**src/rtl/apb_completer_mem.sv**
```systemverilog
// apb_completer_mem: APB3 completer backed by a DEPTH-word register memory,
// with parameterised wait states and PSLVERR on misaligned/out-of-range addresses.
module apb_completer_mem #(
    parameter int DATA_WIDTH  = 32,
    parameter int ADDR_WIDTH  = 32,
    parameter int DEPTH       = 16,
    parameter int WAIT_STATES = 0
) (
    input  logic                  i_clk,
    input  logic                  i_rst_n,
    input  logic                  i_psel,
    input  logic                  i_penable,
    input  logic                  i_pwrite,
    input  logic [ADDR_WIDTH-1:0] i_paddr,
    input  logic [DATA_WIDTH-1:0] i_pwdata,
    output logic [DATA_WIDTH-1:0] o_prdata,
    output logic                  o_pready,
    output logic                  o_pslverr
);
    localparam int LSB = $clog2(DATA_WIDTH / 8);
    localparam int IW  = $clog2(DEPTH);
    localparam logic [3:0] WS = 4'(WAIT_STATES);
    localparam logic [ADDR_WIDTH-1:0] DEPTH_A = ADDR_WIDTH'(DEPTH);

    typedef enum logic [1:0] {IDLE, ACCESS, DONE} state_t;

    state_t                r_state, w_state_nxt;
    logic [3:0]            r_cnt, w_cnt_nxt;
    logic                  r_pready, w_pready_nxt;
    logic                  r_pslverr, w_pslverr_nxt;
    logic [DATA_WIDTH-1:0] r_prdata, w_prdata_nxt, w_rdata;
    logic [DATA_WIDTH-1:0] r_mem [DEPTH];
    logic [ADDR_WIDTH-1:0] w_idx;
    logic                  w_err, w_setup, w_we;

    assign w_idx   = i_paddr >> LSB;
    // Full-width compare so high addresses never alias back into the array.
    assign w_err   = (i_paddr[LSB-1:0] != '0) || (w_idx >= DEPTH_A);
    assign w_rdata = (w_err || i_pwrite) ? '0 : r_mem[w_idx[IW-1:0]];
    assign w_setup = i_psel && !i_penable;

    always_comb begin
        w_state_nxt   = r_state;
        w_cnt_nxt     = r_cnt;
        w_pready_nxt  = r_pready;
        w_pslverr_nxt = r_pslverr;
        w_prdata_nxt  = r_prdata;
        w_we          = 1'b0;
        case (r_state)
            ACCESS: begin
                if (!i_psel || (r_pready && i_penable)) begin
                    w_we          = i_psel && i_pwrite && !r_pslverr;
                    w_state_nxt   = i_psel ? DONE : IDLE;
                    w_cnt_nxt     = '0;
                    w_pready_nxt  = 1'b0;
                    w_pslverr_nxt = 1'b0;
                    w_prdata_nxt  = '0;
                end else if (!r_pready && r_cnt == 4'd1) begin
                    w_cnt_nxt     = '0;
                    w_pready_nxt  = 1'b1;
                    w_pslverr_nxt = w_err;
                    w_prdata_nxt  = w_rdata;
                end else if (!r_pready) begin
                    w_cnt_nxt     = r_cnt - 4'd1;
                end
            end
            default: begin
                w_state_nxt   = w_setup ? ACCESS : IDLE;
                w_cnt_nxt     = w_setup ? WS : '0;
                w_pready_nxt  = w_setup && (WS == 4'd0);
                w_pslverr_nxt = w_pready_nxt && w_err;
                w_prdata_nxt  = w_pready_nxt ? w_rdata : '0;
            end
        endcase
    end

    always_ff @(posedge i_clk or negedge i_rst_n) begin
        if (!i_rst_n) begin
            r_state   <= IDLE;
            r_cnt     <= '0;
            r_pready  <= 1'b0;
            r_pslverr <= 1'b0;
            r_prdata  <= '0;
        end else begin
            r_state   <= w_state_nxt;
            r_cnt     <= w_cnt_nxt;
            r_pready  <= w_pready_nxt;
            r_pslverr <= w_pslverr_nxt;
            r_prdata  <= w_prdata_nxt;
        end
    end

    always_ff @(posedge i_clk or negedge i_rst_n) begin
        if (!i_rst_n) begin
            for (int k = 0; k < DEPTH; k++) r_mem[k] <= '0;
        end else if (w_we) begin
            r_mem[w_idx[IW-1:0]] <= i_pwdata;
        end
    end

    assign o_prdata  = r_prdata;
    assign o_pready  = r_pready;
    assign o_pslverr = r_pslverr;
endmodule

```
**config.mk**
```make
export PLATFORM = sky130hd
export DESIGN_NAME = apb_completer_mem
export DESIGN_NICKNAME = d
export VERILOG_FILES = /design/src/rtl/apb_completer_mem.sv
export SDC_FILE = /design/constraint.sdc
export NUM_CORES = 1
export LEC_CHECK = 0
export BUFFER_PORTS_ARGS = -buffer_cell sky130_fd_sc_hd__buf_2
export CAP_MARGIN = 20
export CORE_ASPECT_RATIO = 0.8
export CORE_MARGIN = 2
export CORE_UTILIZATION = 45
export CTS_CLUSTER_SIZE = 40
export DETAILED_ROUTE_END_ITERATION = 16
export GPL_TIMING_DRIVEN = 0
export PLACE_DENSITY = 0.57
export SYNTH_ARGS = -nofsm -noshare
export SYNTH_HDL_FRONTEND = slang
export SYNTH_SLANG_ARGS = --single-unit
export TNS_END_PERCENT = 1
```
**constraint.sdc**
```tcl
create_clock -name i_clk -period 2.18 [get_ports i_clk]
set_input_delay 0.218 -clock i_clk [delete_from_list [all_inputs] [get_ports i_clk]]
set_output_delay 0.218 -clock i_clk [all_outputs]
set_load 0.05 [all_outputs]
```
After elaboration in Yosys (flattened, before gate mapping)
Cells that the tools add are included.
{ "word_totals": {"input_bits": 69, "out_inout_bits": 34, "ff_bits": 552} }
{ "op_classes": {"bitwise": 1, "reduce_logical": 15, "n_mux": 27, "n_eq_ne": 5, "addsub": 1, "n_lt_le_gt_ge": 3} }
{ "op_table": {"columns": ["cell", "count"], "rows": [
  ["$bwmux W512", 1],
  ["$mux W32", 8],
  ["$bmux W32 S4", 1],
  ["$demux W32 S4", 1],
  ["$ge A30 B5 Y1 const B", 1],
  ["$mux W4", 4],
  ["$mux W1", 9],
  ["$logic_and A1 B1 Y1", 7],
  ["$mux W2", 3],
  ["$ge A5 B5 Y1 const B", 1],
  ["$lt A5 B1 Y1 const B", 1],
  ["$not A4 Y5", 1],
  ["$eq A4 B1 Y1 const B", 1],
  ["$logic_not A1 Y1", 4],
  ["$ne A4 B4 Y1 const B", 1],
  ["$sub A4 B1 Y4 const B", 1],
  ["$logic_or A1 B1 Y1", 3],
  ["$ne A3 B3 Y1 const B", 1],
  ["$eq A2 B1 Y1 const B", 1],
  ["$ne A2 B2 Y1 const B", 1],
  ["$reduce_bool A2 Y1", 1]
]} }

Longest topological paths before layout
Gate-level depths: netlist of run 1.
{ "depth": {"word_depth": 8, "ltp_mapped": 8} }

Worst setup path before layout of run 1
OpenSTA, ideal clock, no wires.
{ "synth_path": {"path_kind": "reg2reg", "startpoint": "register r_pready, in the netlist o_pready", "endpoint": "register r_mem[100] (netlist bit)", "setup_slack_ps": 38, "arrival_ps": 2017, "setup_ps": 125, "stages_incl_launch_ff": 6, "path_cell_list": "dfrtp_1 > buf_2 > nand4_1 > nor2_1 > buf_2 > mux2_2"} }
{ "synth_via": {"elab_chain_cells": 4} }
{ "synth_rtl": {"columns": ["item", "line_no", "text"], "rows": [
  ["start, declared", "29", "logic r_pready, w_pready_nxt;"],
  ["start signal, assigned", "87", "r_pready <= w_pready_nxt;"],
  ["$logic_and A1 B1 Y1", "51", "if (!i_psel || (r_pready && i_penable)) begin"],
  ["$logic_or A1 B1 Y1", "51", null],
  ["$mux W1", "51", null],
  ["$mux W1", "49", "case (r_state)"],
  ["end signal, assigned by index", "97", "r_mem[w_idx[IW-1:0]] <= i_pwdata;"],
  ["end, declared", "32", "logic [DATA_WIDTH-1:0] r_mem [DEPTH];"]
]} }
No other way between the ends.
A chain may end at the register's enable or synchronous reset.

Final worst setup path of run 1
{ "layout_path": {"startpoint": "register r_pready, in the netlist o_pready", "endpoint": "register r_mem[367] (netlist bit)"} }
The elaborated chain is that of the path after synthesis.

==> results of run 1 <==
==> power breakdown <==
group          switching (mW)  leakage (nW)  internal [mW]
Clock                    4.11         0.962           5.96
Sequential             0.0971          7.69           10.4
Combinational           0.921          5.71          0.526
==> registers in the layout (all words and copies together), names as in the netlist <==
signal and flops:
r_mem 512, o_prdata 32, r_cnt 4, r_state 2, o_pready 1, o_pslverr 1
==> worst reg2reg max path, stage by stage (launching register included) <==
cell and delay, ps:
dfrtp_2 480, buf_2 270, nand4_1 110, buf_4 220
nor2_4 180, buf_2 410, mux2_2 390
==> cells by family after synthesis <==
logic type,after synthesis,share of synthesized area (%)
compound gates,167,4.37
xor+xnor,2,0.0699
fa+ha+maj,2,0.0999
buf+inv,147,2.63
flops,552,55.1
mux,705,34.3
simple gates,157,3.36
==> synthesized netlist by cell type (2+ instances only) <==
| cell type | n | area [um^2] |
|---|---|---|
| nor2_1 | 40 | 150 |
| o211ai_1 | 31 | 233 |
| and2_1 | 34 | 213 |
| o21ai_0 | 34 | 170 |
| nand4_1 | 5 | 31.3 |
| mux2_1 | 36 | 405 |
| a31o_2 | 31 | 272 |
| mux4_2 | 63 | 1420 |
| inv_1 | 3 | 11.3 |
| nand2_1 | 35 | 131 |
| o22ai_1 | 31 | 194 |
| a22oi_1 | 2 | 15.0 |
| buf_1 | 5 | 18.8 |
| mux2_2 | 571 | 6430 |
| nor4_1 | 8 | 50.1 |
| ha_1 | 2 | 25.0 |
| clkbuf_1 | 62 | 233 |
| buf_4 | 2 | 15.0 |
| buf_2 | 74 | 370 |
| nor2_2 | 11 | 68.8 |
| a21oi_1 | 32 | 160 |
| dfrtp_1 | 552 | 13800 |
| nand2b_1 | 4 | 25.0 |
| nand4bb_1 | 2 | 22.5 |
| mux2i_1 | 35 | 350 |
| nor2b_1 | 6 | 37.5 |
==> layer usage <==
layer | track usage [%] | part of all wire (%)
met1 | 35.5 | 48
met4 | 5.08 | 1.7
met2 | 35.6 | 44
met3 | 5.31 | 5.9
met5 | 0 | 0
==> through the flow <==
step	util, %	cells	total power [mW]	hold WS (ps)	cell area (um^2)
detailed placement	48.4	2588	12.1	52.3	26700
global route	53.2	2741	22.8	152	29300
global placement	48.1	2582	12.0	462	26500
floorplan	-	1732	11.4	-77.6	25100
CTS	52.9	2734	22.3	87.9	29100
finish	53.2	2741	22.0	116	29300
==> cell type report <==
cell class | instances | share of cell area (%)
clock inverter | 17 | 0.768
buffer | 144 | 2.75
sequential | 552 | 47.1
tap | 750 | 3.20
clock buffer | 87 | 5.82
inverter | 3 | 0.0384
timing repair buffer | 155 | 3.81
multi-input combinational | 1033 | 36.5
==> final timing paths <==
path / from / end / slack, ps / depth (start not counted)
max: o_pready / r_mem[367] / -10 / 6
min in group asynchronous: i_rst_n / r_cnt[3] / 190 / 3
min: i_paddr[27] / o_pslverr / 120 / 5
min reg2reg: r_mem[7] / r_mem[7] / 480 / 1
max reg2reg: o_pready / r_mem[367] / -10 / 6
max in group asynchronous: i_rst_n / r_mem[333] / 460 / 5
==> timing repair <==
item | CTS | global route
endpoints found under the hold margin | 442 | 0
resized for setup | 47 | 61
pin swaps | 2 | 2
setup endpoints to repair | 461 | 431
hold buffers | 36 | 0
setup buffers | 6 | 7
==> flow_metrics.tcl, run 1 <==
set metrics [dict create \
    status "finished with violations" \
    violations "setup timing" \
    antenna_found_initial 0 \
    dr.pass1.iters 4 \
    yosys_most_used_dff "dfrtp_1" \
    grt_pass1_wl_um 103000 \
    async_reset_ff_share_pct 100 \
    worst_ir_drop_vdd_uv 539 \
    max_freq_ghz 0.456 \
    synth-seq-cells 552 \
    cp_top_family "buffers and inverters" \
    first_global_vias 16319 \
    grt_max_degree 123 \
    critPathMaxFanout 10 \
    htree_levels 2 \
    die_h_um 215 \
    hold_violations 0 \
    area_growth_pct 17.1 \
    portBuffers 100 \
    initial_core_util_pct 45.5 \
    p_per_area_nw_per_um2 751 \
    drtAntennaViolNets 0 \
    multi_input_area_um2 10700 \
    rows 77 \
    setup_ws_ps -14.0 \
    drive_above_1_share_pct 49.6 \
    cts_inserted_buffers 56 \
    hold_path_class "in2reg" \
    dpl.hpwl_um 45000 \
    slew_violations 0 \
    clockBufferDepth 3 \
    place.gp.congestion 0.806 \
    netlist_instances 1732 \
    core_um2 55100 \
    ios 103 \
    fin_crit_ps 2190 \
    grt_overflow 0 \
    worstSetupPathType "reg2reg" \
    cap_violations 0 \
    netlist_area_um2 25100 \
    area.sequential_um2 13800 \
    layout_commonest_cell "mux2_2" \
    die_w_um 268 \
    cp-start-kind "flop" \
    cpPeakStageDelay_ps 480 \
    place_ws_ps -621 \
    drc 0 \
    synth_area_per_cell_um2 14.5 \
    worstSetupEndpointType "flop" \
    power.leakage_nw 14.4 \
    setup_violations 7 \
    min_period_over_period_pct 101 \
    clkLatencyLatePin_ps 610 \
    slowest_stage "dfrtp_2" \
    synth-edff-count 0 \
    vias 15295 \
    worst_pin_slew_ps 1060 \
    vias_per_cell 5.58 \
    synth_fp_nets 1803 \
    fin_nets 2016 \
    skew_ps 17.1 \
    finalSetupTns_ps -45.5 \
    cp_cell_sequence "buf_2, nand4_1, buf_4, nor2_4, buf_2, mux2_2" \
    drt_iter0_markers 846 \
    cts_sinks 552 \
    num-fill-cells 4621 \
    root_buffer "clkbuf_16" \
    cp_data_required_time_ps 2660 \
    path_clk_slew_ps 60 \
    grt.total_usage_pct 23.8 \
    die_area_um2 57600 \
    yosys.cell_types.count 47 \
    cp_common_cell "buf_2" \
    cts_tree "built" \
    cp_num_buf_inv 3 \
    synth_warnings 0 \
    worstPathArrival_ps 2670 \
    wire_per_inst_um 24.4 \
    seq_area_frac_synth_pct 55.1 \
    num_antenna_cells 0 \
    wirelength_um 66900 \
    slew_headroom_pct 29.3 \
    most-common-layout-cells "571 x mux2_2, 551 x dfrtp_1, 128 x buf_2" \
    rsz0062_at_grt "true" \
]
Note: power is estimated with default switching activity, not from simulation.
==> inputs of run 2 (changes only) <==
--- a/config.mk
+++ b/config.mk
@@ -14,6 +14,7 @@
 export DETAILED_ROUTE_END_ITERATION = 16
 export GPL_TIMING_DRIVEN = 0
 export PLACE_DENSITY = 0.57
+export SKIP_CTS_REPAIR_TIMING = 1
 export SYNTH_ARGS = -nofsm -noshare
 export SYNTH_HDL_FRONTEND = slang
 export SYNTH_SLANG_ARGS = --single-unit
==> constraint.sdc (replaced) <==
create_clock -name i_clk -period 2.8 [get_ports i_clk]
set_input_delay 0.28 -clock i_clk [delete_from_list [all_inputs] [get_ports i_clk]]
set_output_delay 0.28 -clock i_clk [all_outputs]
set_load 0.05 [all_outputs]
==> run 2 against run 1 <==
  * Clock skew grew 1.4 ps
  * Combinational power fell by 26%
  * Critical path depth decreased by 1
  * Critical endpoint is now r_mem[247]
  * Largest cell class unchanged
  * Flip-flop and latch count stayed put
  * Non-clock buffer count shrank 43
  * Via count decreased by 1.4%
  * The flow finishes with violations (hold timing)
  * Power is 22% lower
  * Register-to-register slack gained 160 ps
  * First-iteration DRC count increased by 19%
  * Count of clock-buffer cells in the layout is the same
==> flow_metrics.tcl, run 2 (synthesized netlist as in run 1, its figures left out) <==
set metrics [dict create \
    status "finished with violations" \
    violations "hold timing" \
    first_global_vias 16135 \
    power.leakage_nw 14.2 \
    finalSetupTns_ps 0 \
    rows 77 \
    worstPathArrival_ps 3140 \
    pwr-share-clk_pct 45.9 \
    portBuffers 100 \
    drt_iter0_markers 1007 \
    cp_num_buf_inv 2 \
    rsz0062_at_grt "false" \
    drtAntennaViolNets 0 \
    core_um2 55100 \
    hp-start "i_pwdata[25]" \
    place.gp.congestion 0.806 \
    ios 103 \
    fin_nets 1973 \
    holdPathStages 2 \
    place_ws_ps -63.0 \
    fin_crit_ps 2650 \
    max_freq_ghz 0.377 \
    p_per_area_nw_per_um2 597 \
    root_buffer "clkbuf_16" \
    top_register "r_mem" \
    clockBufferDepth 3 \
    power.switching_mw 3.99 \
    sw_frac_of_total_pct 23.3 \
    timing.rr.end "r_mem[247]" \
    die_h_um 215 \
    worst_pin_slew_ps 1040 \
    grt_max_degree 123 \
    grt.total_usage_pct 23.6 \
    drc 0 \
    r2r_setup_slack_ps 150 \
    critPathMaxFanout 10 \
    antenna_found_initial 0 \
    wire_per_inst_um 24.6 \
    most-common-layout-cells "571 x mux2_2, 552 x dfrtp_1, 173 x buf_2" \
    cellInternalPower_mw 13.1 \
    hold_path_class "in2reg" \
    largest_register_ffs 512 \
    pwr-share-comb_pct 6.3 \
    worstSetupPathType "reg2reg" \
    power_frac_seq_pct 47.8 \
    slew_violations 0 \
    cts_tree "built" \
    worst_ir_drop_vdd_uv 421 \
    slew_headroom_pct 30.8 \
    grt_pass1_wl_um 102000 \
    setup_violations 0 \
    cp_top_family "simple AND/OR/NAND/NOR gates" \
    layout_commonest_cell "mux2_2" \
    cpPeakStageDelay_ps 580 \
    skew_ps 18.4 \
    htree_levels 2 \
    cp_cell_sequence "buf_2, nand4_1, nor2_1, buf_2, mux2_2" \
    dpl.hpwl_um 45000 \
    cts_sinks 552 \
    crit-reg2reg-launch "o_pready" \
    cp_common_cell "buf_2" \
    path_clk_slew_ps 60 \
    cts_inserted_buffers 56 \
    vias_per_cell 5.59 \
    cp-start-kind "flop" \
    die_area_um2 57600 \
    finish.utilization_pct 52.0 \
    cap_violations 0 \
    min_period_over_period_pct 94.7 \
    slowest_stage "nor2_1" \
    hold_violations 3 \
    vias 15082 \
    setup_ws_ps 149 \
    hold_slack_ps -2.36 \
    clkLatencyLatePin_ps 610 \
    reg2regPathDepth 5 \
    wirelength_um 66400 \
    area_growth_pct 14.4 \
    worstSetupEndpointType "flop" \
    grt_overflow 0 \
    drive_above_1_share_pct 49.2 \
    initial_core_util_pct 45.5 \
    dr.pass1.iters 5 \
    min_to "r_mem[57]" \
    cp_data_required_time_ps 3290 \
    die_w_um 268 \
]
[run 2: changes by cell type in the layout (fill, tap and decap cells not counted), sizes merged]
cell / before / now
clkbuf: 159 / 149
buf: 191 / 188
diode: 0 / 1
dlygate4sd3: 36 / 6
[run 2: cell type report]
cell class	instances	area, um^2
Antenna cell	1	2.50
Buffer	144	648
Clock buffer	87	1710
Clock inverter	17	225
Fill cell	4685	26400
Inverter	3	11.3
Multi-Input combinational cell	1033	10600
Sequential cell	552	13800
Tap cell	750	938
Timing Repair Buffer	112	719
[run 2: worst max path at each step]
stage                    start  slack (ps)  cells after the start           end
detailed placement  i_paddr[3]         -60                      7  o_prdata[10]
CTS                   r_cnt[1]         -30                      7  o_prdata[18]
finish                o_pready         150                      5    r_mem[247]
floorplan             o_pready         660                      5    r_mem[100]
global placement       i_rst_n       -9870                      1     r_mem[14]
global route          o_pready          40                      5     r_mem[43]
[run 2: metal layers]
metal	track usage (%)	part of all wire (%)
met1	35.4	48
met3	5.16	6.1
met5	0	0
met4	5.01	1.5
met2	35.4	44
[run 2: per-stage QoR]
| stage | total power, mW | cell area (um^2) | cells | hold WS, ps |
|---|---|---|---|---|
| floorplan | 8.85 | 25100 | 1732 | -15.6 |
| global placement | 9.36 | 26500 | 2582 | 462 |
| detailed placement | 9.41 | 26700 | 2588 | 114 |
| CTS | 17.3 | 28600 | 2692 | -544 |
| global route | 17.7 | 28700 | 2698 | 0.753 |
| finish | 17.1 | 28700 | 2699 | -2.36 |
[run 2: power by group through the flow]
| stage | Combinational (mW) | Sequential [mW] | Clock (mW) |
|---|---|---|---|
| global placement | 1.03 | 8.33 | 0 |
| CTS | 1.08 | 8.18 | 8.02 |
| detailed placement | 1.08 | 8.33 | 0 |
| global route | 1.19 | 8.19 | 8.35 |
| floorplan | 0.532 | 8.32 | 0 |
| finish | 1.08 | 8.18 | 7.85 |
